**config.mk**
```make
export PLATFORM = sky130hd
export DESIGN_NAME = bram_stream_reader_flat
export DESIGN_NICKNAME = d
export VERILOG_FILES = /design/src/rtl/bram_rd_pkg.sv /design/src/rtl/bram_stream_reader_if.sv /design/src/rtl/skid_fifo2.sv /design/src/rtl/bram_stream_reader.sv /design/src/flat_wrapper.sv
export SDC_FILE = /design/constraint.sdc
export NUM_CORES = 1
export LEC_CHECK = 0
export BUFFER_PORTS_ARGS = -buffer_cell sky130_fd_sc_hd__clkbuf_2
export CAP_MARGIN = 5
export CORE_MARGIN = 3
export CORE_UTILIZATION = 50
export DETAILED_ROUTE_END_ITERATION = 10
export PLACE_DENSITY = 0.76
export SYNTH_ARGS = -nofsm -noshare
export SYNTH_HDL_FRONTEND = slang
export SYNTH_SLANG_ARGS = --single-unit
```
**constraint.sdc**
```tcl
create_clock -name clk -period 2.09 [get_ports clk]
set_input_delay 0.418 -clock clk [delete_from_list [all_inputs] [get_ports clk]]
set_output_delay 0.418 -clock clk [all_outputs]
set_load 0.02 [all_outputs]
```
**src/rtl/bram_rd_pkg.sv**
```systemverilog
// Shared FSM encodings and buffer sizing for the BRAM stream reader.
package bram_rd_pkg;

    typedef enum logic [1:0] {
        ST_IDLE  = 2'd0,
        ST_READ  = 2'd1,
        ST_DRAIN = 2'd2
    } state_t;

    localparam int FIFO_DEPTH = 2;

endpackage

```
**src/rtl/bram_stream_reader_if.sv**
```systemverilog
// Valid/ready stream with a last marker; master drives data, slave drives ready.
interface bram_stream_reader_if #(
    parameter int DATA_WIDTH = 32
);
    logic                  valid;
    logic                  ready;
    logic                  last;
    logic [DATA_WIDTH-1:0] data;

    modport master (output valid, output data, output last, input ready);
    modport slave  (input valid, input data, input last, output ready);
endinterface

```
**src/rtl/skid_fifo2.sv**
```systemverilog
// Two-entry synchronous FIFO; the head register drives the stream data directly.
module skid_fifo2 import bram_rd_pkg::*; #(
    parameter int DATA_WIDTH = 32
) (
    input  logic                  clk,
    input  logic                  rst_n,
    input  logic                  push,
    input  logic                  pop,
    input  logic [DATA_WIDTH-1:0] din,
    output logic [DATA_WIDTH-1:0] dout,
    output logic [1:0]            count
);
    logic [DATA_WIDTH-1:0] head;
    logic [DATA_WIDTH-1:0] tail;

    assign dout = head;

    always_ff @(posedge clk) begin
        if (!rst_n) begin
            head  <= '0;
            tail  <= '0;
            count <= '0;
        end else begin
            case ({push, pop})
                2'b10: begin
                    if (count == 2'd0) head <= din;
                    else               tail <= din;
                    count <= count + 2'd1;
                end
                2'b01: begin
                    head  <= tail;
                    count <= count - 2'd1;
                end
                2'b11: begin
                    // pop implies count>0; a full FIFO cannot see a push
                    if (count == 2'd1) head <= din;
                    else begin
                        head <= tail;
                        tail <= din;
                    end
                end
                default: ;
            endcase
        end
    end
endmodule

```
**src/rtl/bram_stream_reader.sv**
```systemverilog
// Reads length words from a dpram port starting at base_addr (wrapping) and
// streams them out with valid/ready and a last marker.
//
// state | meaning
// IDLE  | waiting for start; only state that samples start
// READ  | RAM reads still being issued
// DRAIN | all reads issued; emptying read pipeline and FIFO
module bram_stream_reader import bram_rd_pkg::*; #(
    parameter int DATA_WIDTH = 32,
    parameter int ADDR_WIDTH = 8
) (
    input  logic                  clk,
    input  logic                  rst_n,
    input  logic                  start,
    input  logic [ADDR_WIDTH-1:0] base_addr,
    input  logic [ADDR_WIDTH:0]   length,
    output logic                  busy,
    output logic                  done,
    output logic                  ram_en,
    output logic [ADDR_WIDTH-1:0] ram_addr,
    input  logic [DATA_WIDTH-1:0] ram_dout,
    bram_stream_reader_if.master  m
);
    localparam logic [ADDR_WIDTH-1:0] ADDR_ONE = 1;
    localparam logic [ADDR_WIDTH:0]   CNT_ONE  = 1;

    state_t                state;
    logic [ADDR_WIDTH-1:0] addr_cnt;
    logic [ADDR_WIDTH-1:0] ram_addr_q;
    logic [ADDR_WIDTH:0]   remaining;
    logic [ADDR_WIDTH:0]   beat_cnt;
    logic [ADDR_WIDTH:0]   last_idx;
    logic                  inflight;
    logic [1:0]            fifo_count;
    logic [DATA_WIDTH-1:0] fifo_head;
    logic [2:0]            occupancy;
    logic                  pop;
    logic                  issue;

    skid_fifo2 #(.DATA_WIDTH(DATA_WIDTH)) u_fifo (
        .clk   (clk),
        .rst_n (rst_n),
        .push  (inflight),
        .pop   (pop),
        .din   (ram_dout),
        .dout  (fifo_head),
        .count (fifo_count)
    );

    assign m.valid   = (fifo_count != 2'd0);
    assign m.data    = fifo_head;
    assign m.last    = m.valid && (beat_cnt == last_idx);
    assign pop       = m.valid && m.ready;
    assign busy      = (state != ST_IDLE);

    // a beat leaving this cycle frees a slot for a new read
    assign occupancy = {1'b0, fifo_count} + {2'b00, inflight};
    assign issue     = (state == ST_READ) && (remaining != '0) &&
                       (occupancy < 3'(FIFO_DEPTH) + {2'b00, pop});
    assign ram_en    = issue;
    assign ram_addr  = issue ? addr_cnt : ram_addr_q;

    always_ff @(posedge clk) begin
        if (!rst_n) begin
            state      <= ST_IDLE;
            addr_cnt   <= '0;
            ram_addr_q <= '0;
            remaining  <= '0;
            beat_cnt   <= '0;
            last_idx   <= '0;
            inflight   <= 1'b0;
            done       <= 1'b0;
        end else begin
            done     <= 1'b0;
            inflight <= issue;
            if (issue) begin
                addr_cnt   <= addr_cnt + ADDR_ONE;
                ram_addr_q <= addr_cnt;
                remaining  <= remaining - CNT_ONE;
            end
            if (pop) beat_cnt <= beat_cnt + CNT_ONE;
            case (state)
                ST_IDLE: begin
                    if (start) begin
                        if (length == '0) begin
                            done <= 1'b1;
                        end else begin
                            state     <= ST_READ;
                            addr_cnt  <= base_addr;
                            remaining <= length;
                            beat_cnt  <= '0;
                            last_idx  <= length - CNT_ONE;
                        end
                    end
                end
                ST_READ: begin
                    if (issue && remaining == CNT_ONE) state <= ST_DRAIN;
                end
                ST_DRAIN: begin
                    if (pop && m.last) begin
                        state <= ST_IDLE;
                        done  <= 1'b1;
                    end
                end
                default: state <= ST_IDLE;
            endcase
        end
    end
endmodule

```
**src/flat_wrapper.sv**
```systemverilog
// flat-port wrapper written by rule: the top's interface ports become plain ports
module bram_stream_reader_flat import bram_rd_pkg::*;
#(
    parameter int DATA_WIDTH = 32,
    parameter int ADDR_WIDTH = 8
)
  (clk, rst_n, start, base_addr, length, busy, done, ram_en, ram_addr, ram_dout, m_valid, m_data, m_last, m_ready);
  bram_stream_reader_if #(.DATA_WIDTH(DATA_WIDTH)) m_i ();
  input  logic clk;
  input  logic rst_n;
  input  logic start;
  input  logic [ADDR_WIDTH-1:0] base_addr;
  input  logic [ADDR_WIDTH:0] length;
  output logic busy;
  output logic done;
  output logic ram_en;
  output logic [ADDR_WIDTH-1:0] ram_addr;
  input  logic [DATA_WIDTH-1:0] ram_dout;
  output wire logic [$bits(m_i.valid)-1:0] m_valid;
  output wire logic [$bits(m_i.data)-1:0] m_data;
  output wire logic [$bits(m_i.last)-1:0] m_last;
  input wire logic [$bits(m_i.ready)-1:0] m_ready;
  assign m_valid = m_i.valid;
  assign m_data = m_i.data;
  assign m_last = m_i.last;
  assign m_i.ready = m_ready;
  bram_stream_reader #(.DATA_WIDTH(DATA_WIDTH), .ADDR_WIDTH(ADDR_WIDTH)) u_core (.clk(clk), .rst_n(rst_n), .start(start), .base_addr(base_addr), .length(length), .busy(busy), .done(done), .ram_en(ram_en), .ram_addr(ram_addr), .ram_dout(ram_dout), .m(m_i));
endmodule
```
# Yosys cells after proc, flatten, opt, wreduce, memory -nomap -nowiden
# Cells that the tools add are included.
classes:
  addsub: 8
  div_mod_pow: 0
  n_mul: 0
  eq_ne: 15
  magnitude_cmp: 1
  n_mux: 29
  reduce_logical: 19
  n_bitwise: 1
  shift: 0
op_table:
  columns: ["op", "count"]
  rows:
  - ["$mux W32", 4]
  - ["$pmux W32 S3", 1]
  - ["$mux W9", 8]
  - ["$pmux W32 S2", 1]
  - ["$mux W8", 5]
  - ["$sub A9 B1 Y9 const B", 2]
  - ["$ne A2 B2 Y1 const B", 6]
  - ["$add A9 B1 Y9 const B", 1]
  - ["$eq A9 B1 Y1 const B", 1]
  - ["$eq A9 B9 Y1", 1]
  - ["$logic_not A9 Y1", 1]
  - ["$reduce_bool A9 Y1", 1]
  - ["$add A8 B1 Y8 const B", 1]
  - ["$mux W2", 4]
  - ["$reduce_bool A2 Y1", 4]
  - ["$eq A2 B1 Y1 const B", 3]
  - ["$eq A2 B2 Y1 const B", 3]
  - ["$logic_and A1 B1 Y1", 6]
  - ["$pmux W2 S3", 1]
  - ["$reduce_and A3 Y1", 2]
  - ["$logic_not A2 Y1", 2]
  - ["$pmux W2 S2", 1]
  - ["$reduce_and A4 Y1", 1]
  - ["$add A2 B1 Y3", 1]
  - ["other kinds (10)", 12]
totals:
  mem_bits_rw: 0
  n_memories: 0
  mem_bits_ro: 0
  latchBits: 0
  in_bits: 53
  regBits: 113
  word_cells: 84

# Longest topological paths before layout
logic_depth:
  ltp_word: 9
  depth_mapped: 11
  depth_no_buf: 10

# Cells and area by module
# Synthesis repeated with hierarchy kept, for this count alone.
hier_totals:
  cells_unflattened: 639
  area_unflattened_um2: 5688.0
modules_own_cells:
  columns: ["mod", "seq_area_each_um2", "cells_each", "area_per_inst_um2", "instances"]
  rows:
  - ["skid_fifo2", 1321.3, 359, 3155.5, 1]
  - ["bram_stream_reader", 940.9, 280, 2532.4, 1]

# Least setup slack after synthesis
# OpenSTA, ideal clock, no wires.
synth_timing:
  path_kind: "reg2reg"
  startpoint: "register u_core.u_fifo.count[0]"
  endpoint: "register u_core.u_fifo.head[0] (netlist: u_core.u_fifo.dout[0])"
  arrival_ns: 2.330
  stages_incl_launch_ff: 11
  path_buffers: 1
  synth_period_minus_slack_ns: 2.416
  setup_time_ns: 0.086
  required_time_ns: 2.004
  setup_slack_ns: -0.326
  cell_sequence: "dfxtp_1 > inv_1 > ha_1 > inv_1 > nand2_1 > clkinv_1 > ha_1 > mux2i_1 > clkbuf_1 > a22oi_1 > a211oi_1"
synth_between:
  elab_chain_len: 5
synth_lines:
  columns: ["item", "line", "rtl"]
  rows:
  - ["start: declaration", "skid_fifo2.sv:11", "output logic [1:0] count"]
  - ["start signal: assignment", "skid_fifo2.sv:28", "count <= count + 2'd1;"]
  - ["start signal: assignment", "skid_fifo2.sv:32", "count <= count - 2'd1;"]
  - ["$reduce_bool A2 Y1 (*)", "bram_stream_reader.sv:50", "assign m.valid = (fifo_count != 2'd0);"]
  - ["via m_valid", "flat_wrapper.sv:19", "output wire logic [$bits(m_i.valid)-1:0] m_valid;"]
  - ["$logic_and A1 B1 Y1 (*)", "bram_stream_reader.sv:53", "assign pop = m.valid && m.ready;"]
  - ["$eq A2 B2 Y1 or $eq A2 B1 Y1 (tied branches)", "skid_fifo2.sv:24", "case ({push, pop})"]
  - ["$ne A2 B2 Y1 (no line) or $reduce_bool A3 Y1 (tied branches)", null, null]
  - ["$reduce_and A2 Y1 (no line)", null, null]
  - ["end signal: assignment", "skid_fifo2.sv:26", "if (count == 2'd0) head <= din;"]
  - ["end signal: assignment", "skid_fifo2.sv:31", "head <= tail;"]
  - ["end signal: assignment", "skid_fifo2.sv:36", "if (count == 2'd1) head <= din;"]
  - ["end: declaration", "skid_fifo2.sv:13", "logic [DATA_WIDTH-1:0] head;"]
# The timed path passes the listed nets; every way through them passes the cells marked *.
# A chain may end at the register's enable or synchronous reset.

# Final worst setup path
layout_timing:
  startpoint: "register u_core.inflight"
  endpoint: "output ram_addr[4]"
layout_between:
  elab_chain_len: 4
layout_lines:
  columns: ["item", "line", "rtl"]
  rows:
  - ["start: declaration", "bram_stream_reader.sv:33", "logic inflight;"]
  - ["start signal: assignment", "bram_stream_reader.sv:75", "inflight <= issue;"]
  - ["$add A2 B1 Y3", "bram_stream_reader.sv:57", "assign occupancy = {1'b0, fifo_count} + {2'b00, inflight};"]
  - ["$lt A3 B3 Y1", "bram_stream_reader.sv:59", "(occupancy < 3'(FIFO_DEPTH) + {2'b00, pop});"]
  - ["$logic_and A1 B1 Y1", "bram_stream_reader.sv:58", "assign issue = (state == ST_READ) && (remaining != '0) &&"]
  - ["$mux W8", "bram_stream_reader.sv:61", "assign ram_addr = issue ? addr_cnt : ram_addr_q;"]
  - ["end: declaration", "flat_wrapper.sv:17", "output logic [ADDR_WIDTH-1:0] ram_addr;"]
# No other way between the ends.

==> qor_table.md <==
| Quantity | Reported | Unit |
| --- | --- | --- |
| Layout net count | 793 | - |
| Total setup violations reported at the end of the flow | 19 | - |
| Number of clock sinks | 113 | - |
| Largest stage delay, worst path | 0.36 | ns |
| Area after DPL | 6020 | µm² |
| Sequential-to-total area share from yosys stat | 0.451 | - |
| Number of cell rows | 35 | - |
| Starting utilization of the core area | 0.527 | - |
| Antenna cell count | 0 | - |
| Core Footprint | 9500 | µm² |
| Distinct cell type count after synthesis | 47 | - |
| Top-level I/O count | 98 | - |
| Total of flip-flops plus latches after synthesis | 113 | - |
| Crit path max-delay cell type | sky130_fd_sc_hd__dfxtp_4 | - |
| Violated checks | setup timing | - |
| Clock root cell | sky130_fd_sc_hd__clkbuf_8 | - |
| Share of layout cells above drive strength 1 | 0.351 | - |
| Final weighted congestion in routability-driven placement | 0.832 | - |
| Drt first-iter violations | 302 | - |
| DIE AREA | 11300 | µm² |
| Number of logic stages on the critical path including buffering | 9 | - |
| Result of the run | finished with violations | - |
| Largest net degree at the start of global routing | 42 | - |
| Critical path data required time | 1.67 | ns |
| Async S/R FF share, synth | 0 | - |
| Max frequency | 0.368 | GHz |
| Initial antenna violation count | 0 | - |
| Synthesized-area fraction occupied by and/or/nand/nor cells | 0.190 | - |
| H-tree depth | 4 | - |
| Post-place setup slack | -0.147 | ns |
| Main combinational cell family by area after synthesis | compound AO/OA/AOI/OAI gates | - |
| Vias after detailed routing | 4869 | - |
| Instance count of the mapped netlist | 582 | - |
| RSZ-0062 raised after global routing | true | - |
| Number of search-and-repair iterations in the first detailed-routing pass | 5 | - |
| Final setup slack of the worst path | -0.624 | ns |
| Routed via count divided by cell count | 5.60 | - |
| Cell Pwr Density | 1290 | nW/µm² |
| Synth Flop Type | sky130_fd_sc_hd__dfxtp_1 | - |
| Shortest period the worst path allows | 2.71 | ns |
| Yosys warning total | 0 | - |
| Post-detail-place hpwl | 9160 | µm |
| Vias in the first global route | 4765 | - |
| Number of enable flip-flop cells after synthesis | 0 | - |
| Post-CTS Hold Buffers | 0 | - |
| Worst slew pin tran | 0.608 | ns |
| Post-route standard cell area excluding fillers | 7120 | µm² |
| TritonCTS Buffers | 17 | - |
| Clock-pin slew on the worst setup and hold paths | 0.06 | ns |
| Cell Area, Synth | 5010 | µm² |
| Synthesized netlist net count | 648 | - |
| Type of the setup path with the least slack | reg2out | - |
| Endpoints failing hold | 0 | - |
| Period utilisation layout | 1.30 | - |
| Average wire per standard cell | 16.8 | µm |
| Max FO, Critical Path | 6 | - |
| LEAKAGE | 2.93 | nW |
| Clock insertion delay at the later pin of the skew report | 0.51 | ns |
| Post-synthesis average cell area | 8.61 | µm² |
| Area share of the largest cell type after synthesis | 0.451 | - |
| DRC errors left | 0 | - |
| Largest cells by area after synthesis | sky130_fd_sc_hd__dfxtp_1 (45%), sky130_fd_sc_hd__a211oi_1 (6.1%), sky130_fd_sc_hd__nand2_1 (6.1%) | - |
| Relative slew margins | 0.592 | - |
| Post-synthesis share of cell area spent on full adders, half adders and majority gates | 0.0325 | - |
| Overall overflow remaining after global route | 0 | - |
| Worst supply voltage drop on vdd | 873 | µV |
| Most numerous cell on the critical path | sky130_fd_sc_hd__ha_4 | - |
| Family of cells with the greatest summed delay on the critical path | adder cells | - |
| Most instantiated cells after synthesis | sky130_fd_sc_hd__dfxtp_1 (113), sky130_fd_sc_hd__nand2_1 (82), sky130_fd_sc_hd__nor2_1 (62) | - |
| Hold-critical path depth | 3 | - |
| Die span in x | 106 | µm |
| Remaining antenna violation count after routing | 0 | - |
| Class of the worst hold path | in2reg | - |
| Kind of capture point of the worst setup path | primary output | - |
| CTS tree | yes | - |
| Leading area contributor after synthesis | sky130_fd_sc_hd__dfxtp_1 | - |
| Worst Setup Start Kind | flop | - |
| Area growth from synthesis to final layout | 42.0 | % |
| Cell count of the worst reg-to-reg path | 13 | - |
| Count leader, synth | sky130_fd_sc_hd__dfxtp_1 | - |
| Number of pins with negative max-slew slack in the final report | 0 | - |
| Post-layout total power | 9.21 | mW |
| Count of input and output buffers | 97 | - |
| Post-synthesis compound-gate area fraction | 0.194 | - |
| Layout Skew | 0.00550 | ns |
| Chain of cells forming the critical path | ha_4, ha_4, inv_2, o21a_1, nand2_2, clkinv_4, buf_4, mux2_4, buf_8 | - |
| Post-synthesis xor/xnor area fraction | 0.0647 | - |
| Global-route wire length before repair | 22500 | µm |
| Global-route usage over all layers | 0.247 | - |
| Die Y-Extent | 106 | µm |
| Clock buffer depth | 2 | - |
| Number of buffer and inverter stages on the critical path | 4 | - |
| Critical path arrival | 2.30 | ns |
| Number of max-capacitance violations reported | 0 | - |
| Share of synthesized area spent on multiplexers | 0.0200 | - |
| Final WL | 14600 | µm |
==> layer usage <==
metal / vias to the layer above / global-route usage / share of wire
li1: 2346 / - / -
met1: 2340 / 0.305 / 0.43
met2: 155 / 0.416 / 0.50
met3: 28 / 0.0662 / 0.059
met4: 0 / 0.0851 / 0.016
met5: - / 0 / 0
==> metrics by stage <==
step	hold WS, ns	instances	setup TNS, ns	utilization
5_1_grt	0.120	869	-9.28	0.749
6_report	0.123	869	-5.63	0.749
3_3_place_gp	0.441	816	-0.667	0.634
4_1_cts	0.113	860	-5.42	0.722
2_1_floorplan	0.436	582	-0.264	-
3_5_place_dp	0.447	816	-3.67	0.634
==> repair_timing <==
item / in CTS / in global routing
gates cloned: 2 / 4
setup buffers: 10 / 5
pin swaps: 11 / 22
setup endpoints to repair: 74 / 77
gates resized for setup: 36 / 44
==> power by group <==
| part | internal [mW] | switching, mW |
|---|---|---|
| Sequential | 2.57 | 0.270 |
| Clock | 1.74 | 0.991 |
| Combinational | 1.61 | 2.03 |
| Total | 5.92 | 3.29 |
==> worst reg2reg max path: stages (launching register included) <==
cell,delay [ns]
sky130_fd_sc_hd__dfxtp_2,0.34
sky130_fd_sc_hd__inv_2,0.08
sky130_fd_sc_hd__ha_4,0.14
sky130_fd_sc_hd__buf_6,0.11
sky130_fd_sc_hd__inv_2,0.05
sky130_fd_sc_hd__nand2_4,0.09
sky130_fd_sc_hd__clkinv_4,0.08
sky130_fd_sc_hd__ha_4,0.18
sky130_fd_sc_hd__a22oi_2,0.23
sky130_fd_sc_hd__o21a_2,0.27
sky130_fd_sc_hd__buf_6,0.15
sky130_fd_sc_hd__clkbuf_16,0.15
sky130_fd_sc_hd__nand2_1,0.08
sky130_fd_sc_hd__a21oi_1,0.13
==> layout by cell type, fill, tap and decap left out, drive strengths merged, types with 19 or more instances in the layout <==
cell | netlist | layout
a211oi | 42 | 42
a21oi | 45 | 45
a22oi | 33 | 33
buf | 10 | 72
clkbuf | 28 | 113
dfxtp | 113 | 113
nand2 | 83 | 83
nor2 | 62 | 62
o21ai | 19 | 19
xor2 | 25 | 25
==> final cells by class <==
| class | instances | area [µm²] |
|---|---|---|
| Inverter | 15 | 66.3 |
| Multi-Input combinational cell | 416 | 2770 |
| Clock inverter | 11 | 113 |
| Tap cell | 129 | 161 |
| Fill cell | 672 | 2390 |
| Clock buffer | 21 | 449 |
| Timing Repair Buffer | 164 | 1280 |
| Sequential cell | 113 | 2270 |
==> logic make-up (layout without fill, tap and decap cells) <==
family | after synthesis | after routing
flip-flops | 113 | 113
adder cells (fa/ha/maj) | 13 | 13
buffers and inverters | 53 | 211
XOR/XNOR | 37 | 37
AO/OA/AOI/OAI | 150 | 150
AND/OR/NAND/NOR | 207 | 207
multiplexers | 9 | 9
==> flip-flops by register name, indices dropped and copies added (netlist names) <==
| register | flops |
|---|---|
| u_core.done | 1 |
| u_core.remaining | 9 |
| u_core.state | 2 |
| u_core.beat_cnt | 9 |
| u_core.last_idx | 9 |
| u_core.u_fifo.tail | 32 |
| u_core.u_fifo.dout | 32 |
| u_core.ram_addr_q | 8 |
| u_core.inflight | 1 |
| u_core.addr_cnt | 8 |
| u_core.u_fifo.count | 2 |
==> final timing paths <==
| kind | slack (ns) | end | start |
|---|---|---|---|
| max | -0.62 | ram_addr[4] | u_core.inflight |
| min | 0.12 | u_core.addr_cnt[3] | base_addr[3] |
| max reg2reg | -0.04 | u_core.u_fifo.tail[0] | u_core.u_fifo.count[1] |
| min reg2reg | 0.46 | u_core.u_fifo.tail[13] | u_core.u_fifo.tail[13] |
(Power assumes the default switching activity.)
